==> config.mk <==
export PLATFORM = sky130hd
export DESIGN_NAME = text_console_flat
export DESIGN_NICKNAME = d
export VERILOG_FILES = /design/src/rtl/console_pkg.sv /design/src/rtl/text_console_if.sv /design/src/rtl/console_cursor.sv /design/src/rtl/text_console.sv /design/src/flat_wrapper.sv
export SDC_FILE = /design/constraint.sdc
export NUM_CORES = 1
export LEC_CHECK = 0
export ABC_AREA = 1
export BUFFER_PORTS_ARGS = -buffer_cell sky130_fd_sc_hd__buf_2
export CORE_MARGIN = 10
export CORE_UTILIZATION = 44
export CTS_BUF_LIST = sky130_fd_sc_hd__clkbuf_4
export DETAILED_ROUTE_END_ITERATION = 12
export PLACE_DENSITY_LB_ADDON = 0.12
export SYNTH_ARGS = -nofsm -noshare
export SYNTH_HDL_FRONTEND = slang
export SYNTH_HIERARCHICAL = 1
export SYNTH_SLANG_ARGS = --single-unit
==> constraint.sdc <==
create_clock -name PixelClk -period 6.8 [get_ports PixelClk]
set_input_delay 1.02 -clock PixelClk [delete_from_list [all_inputs] [get_ports PixelClk]]
set_output_delay 1.02 -clock PixelClk [all_outputs]
set_load 0.005 [all_outputs]
==> src/rtl/console_pkg.sv <==
// console_pkg: shared defaults, state encoding, control codes and cell-address helper for text_console
// No ports; imported by console_cursor and text_console.
package console_pkg;
  localparam int COLS_DEF = 60;
  localparam int ROWS_DEF = 17;
  localparam logic [7:0] BLANK_DEF = 8'h20;
  localparam int VRAM_AW = 10;
  localparam logic [7:0] CH_BS  = 8'h08;
  localparam logic [7:0] CH_LF  = 8'h0A;
  localparam logic [7:0] CH_FF  = 8'h0C;
  localparam logic [7:0] CH_CR  = 8'h0D;
  localparam logic [7:0] CH_DEL = 8'h7F;
  typedef enum logic [2:0] {INIT_CLR, IDLE, PUT, SCR_RD, SCR_WR, ROW_CLR, FULL_CLR} state_t;
  function automatic logic [VRAM_AW-1:0] cell_addr(input logic [4:0] row, input logic [5:0] col, input int cols);
    return VRAM_AW'(row) * VRAM_AW'(cols) + VRAM_AW'(col);
  endfunction
endpackage

==> src/rtl/text_console_if.sv <==
// text_console_if: character stream handshake into the console
// Signals: ch_valid (source offers), ch_data (8-bit code), ch_ready (console accepts).
// Modports: master = character source, slave = console.
interface text_console_if;
  logic       ch_valid;
  logic [7:0] ch_data;
  logic       ch_ready;
  modport master (output ch_valid, output ch_data, input ch_ready);
  modport slave  (input ch_valid, input ch_data, output ch_ready);
endinterface

==> src/rtl/console_cursor.sv <==
// console_cursor: text cursor column/row registers with advance, newline, CR, backspace and home commands
// Ports: PixelClk clock, nRST sync active-low reset; adv_i/nl_i/cr_i/bs_i/home_i one-cycle commands;
//        col_o/row_o cursor position; ovf_o high when the command in flight runs past the last row.
// Macro TEXT_CONSOLE_SCROLL_EN: overflow keeps the cursor on the last row (screen scrolls) instead of wrapping to row 0.
module console_cursor import console_pkg::*; #(
  parameter int COLS = COLS_DEF,
  parameter int ROWS = ROWS_DEF
) (
  input  logic       PixelClk,
  input  logic       nRST,
  input  logic       adv_i,
  input  logic       nl_i,
  input  logic       cr_i,
  input  logic       bs_i,
  input  logic       home_i,
  output logic [5:0] col_o,
  output logic [4:0] row_o,
  output logic       ovf_o
);
  logic [5:0] col_q, col_d;
  logic [4:0] row_q, row_d, nl_row;
  logic       last_col, last_row, newline;
  assign last_col = col_q == 6'(COLS - 1);
  assign last_row = row_q == 5'(ROWS - 1);
  assign newline  = nl_i || (adv_i && last_col);
`ifdef TEXT_CONSOLE_SCROLL_EN
  assign nl_row = last_row ? row_q : row_q + 5'd1;
`else
  assign nl_row = last_row ? 5'd0 : row_q + 5'd1;
`endif
  assign ovf_o = last_row && newline;
  always_comb begin
    col_d = col_q;
    row_d = row_q;
    if (home_i) begin
      col_d = '0;
      row_d = '0;
    end else if (newline) begin
      col_d = '0;
      row_d = nl_row;
    end else if (cr_i)
      col_d = '0;
    else if (bs_i)
      col_d = col_q == 6'd0 ? col_q : col_q - 6'd1;
    else if (adv_i)
      col_d = col_q + 6'd1;
  end
  always_ff @(posedge PixelClk) begin
    if (!nRST) begin
      col_q <= '0;
      row_q <= '0;
    end else begin
      col_q <= col_d;
      row_q <= row_d;
    end
  end
  assign col_o = col_q;
  assign row_o = row_q;
endmodule

==> src/rtl/text_console.sv <==
// text_console: character-cell console writing a COLS x ROWS text VRAM, with clear, backspace and row overflow handling
// Ports: PixelClk clock; nRST sync active-low reset; ch (text_console_if.slave) character handshake;
//        v_ada/v_dina/v_wrea VRAM write-side address/data/enable; v_douta VRAM read data (1-cycle latency);
//        cursor_col/cursor_row cursor position; busy high outside IDLE.
// Macro TEXT_CONSOLE_SCROLL_EN: row overflow scrolls the screen up one row; undefined, the cursor wraps to row 0
// and only row 0 is cleared.
module text_console import console_pkg::*; #(
  parameter int         COLS  = COLS_DEF,
  parameter int         ROWS  = ROWS_DEF,
  parameter logic [7:0] BLANK = BLANK_DEF
) (
  input  logic               PixelClk,
  input  logic               nRST,
  text_console_if.slave      ch,
  output logic [VRAM_AW-1:0] v_ada,
  output logic [7:0]         v_dina,
  output logic               v_wrea,
  input  logic [7:0]         v_douta,
  output logic [5:0]         cursor_col,
  output logic [4:0]         cursor_row,
  output logic               busy
);
  localparam logic [VRAM_AW-1:0] LAST_CELL = VRAM_AW'(COLS * ROWS - 1);
`ifdef TEXT_CONSOLE_SCROLL_EN
  localparam logic [VRAM_AW-1:0] LAST_DST = VRAM_AW'((ROWS - 1) * COLS - 1);
  localparam logic [VRAM_AW-1:0] ROW_END  = LAST_CELL;
  localparam state_t             OVF_ST   = SCR_RD;
`else
  localparam logic [VRAM_AW-1:0] ROW_END  = VRAM_AW'(COLS - 1);
  localparam state_t             OVF_ST   = ROW_CLR;
  logic unused_douta;
  assign unused_douta = ^v_douta;
`endif
  state_t             state_q, state_d;
  logic [VRAM_AW-1:0] addr_q, addr_d;
  logic [7:0]         code_q, code_d;
  logic               adv_q, adv_d;
  logic               acc, printable, nl, cr, bs, adv, home, ovf;
  assign ch.ch_ready = state_q == IDLE;
  assign busy        = state_q != IDLE;
  assign acc         = ch.ch_valid && ch.ch_ready;
  assign printable   = ch.ch_data >= 8'h20 && ch.ch_data != CH_DEL;
  assign nl          = acc && ch.ch_data == CH_LF;
  assign cr          = acc && ch.ch_data == CH_CR;
  // backspace at column 0 is swallowed: no move, no write
  assign bs          = acc && ch.ch_data == CH_BS && cursor_col != 6'd0;
  assign adv         = state_q == PUT && adv_q;
  assign home        = state_q == FULL_CLR && addr_q == LAST_CELL;
  console_cursor #(.COLS(COLS), .ROWS(ROWS)) u_cursor (
    .PixelClk (PixelClk),
    .nRST     (nRST),
    .adv_i    (adv),
    .nl_i     (nl),
    .cr_i     (cr),
    .bs_i     (bs),
    .home_i   (home),
    .col_o    (cursor_col),
    .row_o    (cursor_row),
    .ovf_o    (ovf)
  );
  always_ff @(posedge PixelClk) begin
    if (!nRST) begin
      state_q <= INIT_CLR;
      addr_q  <= '0;
      code_q  <= '0;
      adv_q   <= 1'b0;
    end else begin
      state_q <= state_d;
      addr_q  <= addr_d;
      code_q  <= code_d;
      adv_q   <= adv_d;
    end
  end
  // addr_q is the absolute cell index for every sweep; overflow sweeps always start at cell 0
  always_comb begin
    state_d = state_q;
    addr_d  = addr_q;
    code_d  = code_q;
    adv_d   = adv_q;
    case (state_q)
      IDLE: if (acc) begin
        if (nl) begin
          state_d = ovf ? OVF_ST : IDLE;
          addr_d  = '0;
        end else if (ch.ch_data == CH_FF) begin
          state_d = FULL_CLR;
          addr_d  = '0;
        end else if (bs || printable) begin
          // backspace reuses PUT to blank the already-decremented position without advancing
          state_d = PUT;
          code_d  = bs ? BLANK : ch.ch_data;
          adv_d   = !bs;
        end
      end
      PUT: begin
        state_d = ovf ? OVF_ST : IDLE;
        addr_d  = '0;
      end
`ifdef TEXT_CONSOLE_SCROLL_EN
      SCR_RD: state_d = SCR_WR;
      SCR_WR: begin
        state_d = addr_q == LAST_DST ? ROW_CLR : SCR_RD;
        addr_d  = addr_q + VRAM_AW'(1);
      end
`endif
      ROW_CLR: begin
        state_d = addr_q == ROW_END ? IDLE : ROW_CLR;
        addr_d  = addr_q + VRAM_AW'(1);
      end
      INIT_CLR, FULL_CLR: begin
        state_d = addr_q == LAST_CELL ? IDLE : state_q;
        addr_d  = addr_q + VRAM_AW'(1);
      end
      default: begin
        state_d = INIT_CLR;
        addr_d  = '0;
      end
    endcase
  end
  // reset gates the VRAM port combinationally so an abort never lets one more write through
  always_comb begin
    v_ada  = '0;
    v_dina = '0;
    v_wrea = 1'b0;
    case (state_q)
      INIT_CLR, FULL_CLR, ROW_CLR: begin
        v_ada  = addr_q;
        v_dina = BLANK;
        v_wrea = 1'b1;
      end
      PUT: begin
        v_ada  = cell_addr(cursor_row, cursor_col, COLS);
        v_dina = code_q;
        v_wrea = 1'b1;
      end
`ifdef TEXT_CONSOLE_SCROLL_EN
      SCR_RD: v_ada = addr_q + VRAM_AW'(COLS);
      SCR_WR: begin
        v_ada  = addr_q;
        v_dina = v_douta;
        v_wrea = 1'b1;
      end
`endif
      default: ;
    endcase
    if (!nRST) begin
      v_ada  = '0;
      v_dina = '0;
      v_wrea = 1'b0;
    end
  end
endmodule
==> src/flat_wrapper.sv <==
// flat-port wrapper written by rule: the top's interface ports become plain ports
module text_console_flat import console_pkg::*;
#(
  parameter int         COLS  = COLS_DEF,
  parameter int         ROWS  = ROWS_DEF,
  parameter logic [7:0] BLANK = BLANK_DEF
)
  (PixelClk, nRST, v_ada, v_dina, v_wrea, v_douta, cursor_col, cursor_row, busy, ch_ch_valid, ch_ch_data, ch_ch_ready);
  text_console_if ch_i ();
  input  logic PixelClk;
  input  logic nRST;
  output logic [VRAM_AW-1:0] v_ada;
  output logic [7:0] v_dina;
  output logic v_wrea;
  input  logic [7:0] v_douta;
  output logic [5:0] cursor_col;
  output logic [4:0] cursor_row;
  output logic busy;
  input wire logic [$bits(ch_i.ch_valid)-1:0] ch_ch_valid;
  input wire logic [$bits(ch_i.ch_data)-1:0] ch_ch_data;
  output wire logic [$bits(ch_i.ch_ready)-1:0] ch_ch_ready;
  assign ch_i.ch_valid = ch_ch_valid;
  assign ch_i.ch_data = ch_ch_data;
  assign ch_ch_ready = ch_i.ch_ready;
  text_console #(.COLS(COLS), .ROWS(ROWS), .BLANK(BLANK)) u_core (.PixelClk(PixelClk), .nRST(nRST), .ch(ch_i), .v_ada(v_ada), .v_dina(v_dina), .v_wrea(v_wrea), .v_douta(v_douta), .cursor_col(cursor_col), .cursor_row(cursor_row), .busy(busy));
endmodule
==> impl_metrics.json <==
{
  "synthFlopType": "dfxtp_1",
  "fp.dieArea_um2": 10680,
  "cp-start-kind": "register",
  "layout-drive-gt1-share": 0.1706,
  "final_hold_viol_count": 0,
  "period_needed_ns": 4.871,
  "power.density_nw_per_um2": 108.6,
  "p_leak_uw": 0.001571,
  "placedCellCount": 582,
  "yosysSeqAreaShare": 0.2161,
  "syn_avg_cell_area_um2": 6.559,
  "min_path_type": "register to register",
  "maxCapViolCount": 0,
  "yosys.area.top_type": "dfxtp_1",
  "fin_cells": 590,
  "netlist_area_um2": 3057,
  "min_period_over_period": 0.7163,
  "power_uw": 371.5,
  "reg2regPathDepth": 11,
  "nFillCells": 714,
  "grt_pass1_wl_um": 12610,
  "top_layer": "met4",
  "top_level_ports": 51,
  "synthToLayoutAreaGrowth_pct": 11.87,
  "portBuffers": 42,
  "postCtsSetupBuffers": 0,
  "cts_max_level": 2,
  "root_buffer": "clkbuf_4",
  "ir_worst_vdd_uv": 71.80,
  "switchingPower_uw": 92.22,
  "start_util": 0.4524,
  "max_freq_ghz": 0.2053,
  "crit_chain": "fa_1 > fa_1 > inv_1 > fa_1 > inv_1 > ha_1 > nand2_1 > nor2_1 > nor2_1 > nor2_1 > inv_1 > o21ai_0 > nand3_1 > a21oi_1 > buf_2",
  "netlist_instances": 466,
  "clkSinkCount": 33,
  "worstMarginPinSlew_ns": 0.6695,
  "max_slew_margin": 0.5532,
  "dp_slack_ns": 2.323,
  "tns_ns": 0,
  "yosys-top-cells-count": "nand2_1 (115), inv_1 (67), nor2_1 (50)",
  "yosys-top-cells-area": "dfxtp_1 (22%), nand2_1 (14%), ha_1 (8.6%), inv_1 (8.2%), a21oi_1 (6.9%)",
  "insertedDiodeCount": 0,
  "reg2reg_from": "u_core/u_cursor/col_o[3]$_SDFFE_PP0P_",
  "status": "finished clean",
  "ys_seq_elements": 33,
  "clockPowerShare": 0.405,
  "hpwl_um": 5793,
  "internal_power_uw": 279.3,
  "die_w_um": 103.4,
  "wl_per_cell_um": 12.24,
  "wl_met1_um": 3422,
  "setup_slack_ns": 1.929,
  "wl_met3_um": 315,
  "cp_max_fo": 11,
  "cpMaxStageDelayCell": "dfxtp_1",
  "dr.pass1.iters": 4,
  "slew_violations": 0,
  "synth_nets": 515,
  "vias": 2967,
  "clock_skew_ns": 0.007757,
  "async_flop_share": 0,
  "row_count": 30,
  "numCtsBuffers": 5,
  "clk_pin_slew_worst_paths_ns": 0.12,
  "drtIter0Drc": 84,
  "track_usage": 0.1429,
  "drc": 0,
  "rsz0062_at_grt": "false",
  "overflow": 0,
  "wl_um": 7219,
  "hold-worst-slack_ns": 0.4985,
  "arrival_ns": 3.85,
  "die_h_um": 103.4,
  "place.gp.congestion": 0.8614,
  "r2r-end": "u_core/u_cursor/col_o[4]$_SDFFE_PP0P_",
  "met2_length_um": 3419,
  "core_um2": 6756,
  "seqPwrFrac": 0.530,
  "r2r_slack_ns": 4.26,
  "sw_frac_of_total": 0.2483,
  "synth_top_area_share": 0.2161,
  "cts_buffer_depth": 2,
  "startpoint": "u_core/u_cursor/row_o[2]$_SDFFE_PP0P_",
  "grt_max_degree": 22,
  "antenna_left": 0,
  "comb_power_share": 0.065,
  "insertion_delay_ns": 0.34,
  "nNetsFinal": 558,
  "yosysWarningCount": 6,
  "antenna_found_initial": 0,
  "ctsHoldBuffers": 0,
  "synth.distinct_cells": 36,
  "synth_edf_count": 0,
  "grt_pass1_vias": 2803,
  "cts_resized": 0,
  "endpoint_kind": "primary output",
  "endpoint": "v_ada[8]",
  "viasPerCell": 5.029,
  "cts_tree": "done",
  "yosysMostFrequentCell": "nand2_1",
  "cpPeakStageDelay_ns": 0.60,
  "setup_viol": 0,
  "required_ns": 5.78,
  "critical_path_class": "register to primary output"
}
## power by group through the flow
stage | logic [µW] | clock network [µW] | registers [µW]
5_1_grt | 27.7 | 162 | 197
3_3_place_gp | 24.0 | 0 | 201
2_1_floorplan | 15.4 | 0 | 201
4_1_cts | 24.5 | 156 | 197
3_5_place_dp | 24.3 | 0 | 201
6_report | 24.3 | 150 | 197
## sequential cells by signal (all words and copies together) (netlist names)
name                   count
u_core/addr_q             10
u_core/code_q              8
u_core/u_cursor/col_o      6
u_core/u_cursor/row_o      5
u_core/state_q             3
u_core/adv_q               1
## metrics by stage
stage                     instance area, µm²    util
after floorplan                         3057       -
after global placement                  3341  0.4944
after detailed placement                3341  0.4944
after CTS                               3420  0.5061
after global routing                    3420  0.5061
final                                   3420  0.5061
## per-layer routing
metal / vias up / GRT usage
li1: 1580 / -
met1: 1337 / 0.1814
met2: 46 / 0.2451
met3: 4 / 0.02724
met4: 0 / 0.02995
met5: - / 0
## worst min-delay path by stage
| stage | from | endpoint | slack (ns) | cells after the start |
|---|---|---|---|---|
| 4_1_cts | u_core/code_q[1]$_SDFFE_PN0P_ | u_core/code_q[1]$_SDFFE_PN0P_ | 0.50 | 2 |
| 3_3_place_gp | u_core/code_q[7]$_SDFFE_PN0P_ | u_core/code_q[7]$_SDFFE_PN0P_ | 0.48 | 2 |
| 6_report | u_core/code_q[4]$_SDFFE_PN0P_ | u_core/code_q[4]$_SDFFE_PN0P_ | 0.50 | 2 |
| 2_1_floorplan | u_core/code_q[0]$_SDFFE_PN0P_ | u_core/code_q[0]$_SDFFE_PN0P_ | 0.47 | 2 |
| 5_1_grt | u_core/adv_q$_SDFFE_PN0P_ | u_core/adv_q$_SDFFE_PN0P_ | 0.52 | 2 |
| 3_5_place_dp | u_core/code_q[1]$_SDFFE_PN0P_ | u_core/code_q[1]$_SDFFE_PN0P_ | 0.48 | 2 |
## layout make-up
cell class                 instances  area (µm²)  area share
clock buffer                       5       37.54     0.01098
clock inverter                     3       41.29     0.01207
inverter                          74       277.8     0.08123
multi-input combinational        353        2092      0.6118
sequential                        33       660.6      0.1932
tap                               80       100.1     0.02927
timing repair buffer              42       210.2     0.06147
## worst max-delay path, delay by kind of cell (launching register included)
| kind | cells | cell delay, ns |
|---|---|---|
| flip-flops | 1 | 0.60 |
| adder cells (fa/ha/maj) | 4 | 1.90 |
| buffers and inverters | 4 | 0.30 |
| AO/OA/AOI/OAI | 2 | 0.28 |
| AND/OR/NAND/NOR | 5 | 0.43 |
## cells by family after synthesis
kind of cell             Yosys count  share of synthesized area
buffers and inverters             80                    0.09947
flip-flops                        33                     0.2161
AND/OR/NAND/NOR                  248                     0.3934
XOR/XNOR                           7                    0.02006
AO/OA/AOI/OAI                     68                     0.1261
adder cells (fa/ha/maj)           30                     0.1449
## cells in the final DEF (no fill, tap or decap), drive strengths merged
cell / instances
nand2: 127
inv: 73
nor2: 59
a21oi: 45
buf: 42
nand3: 36
dfxtp: 33
ha: 21
o21ai: 13
fa: 9
nand4: 8
nor3: 8
nand3b: 7
o22ai: 7
clkbuf: 5
xnor2: 4
xor2: 3
clkinv: 2
or2: 2
bufinv: 1
clkinvlp: 1
nor4: 1
a22oi: 1
a21o: 1
o21a: 1
Note: power is estimated with default switching activity, not from simulation.
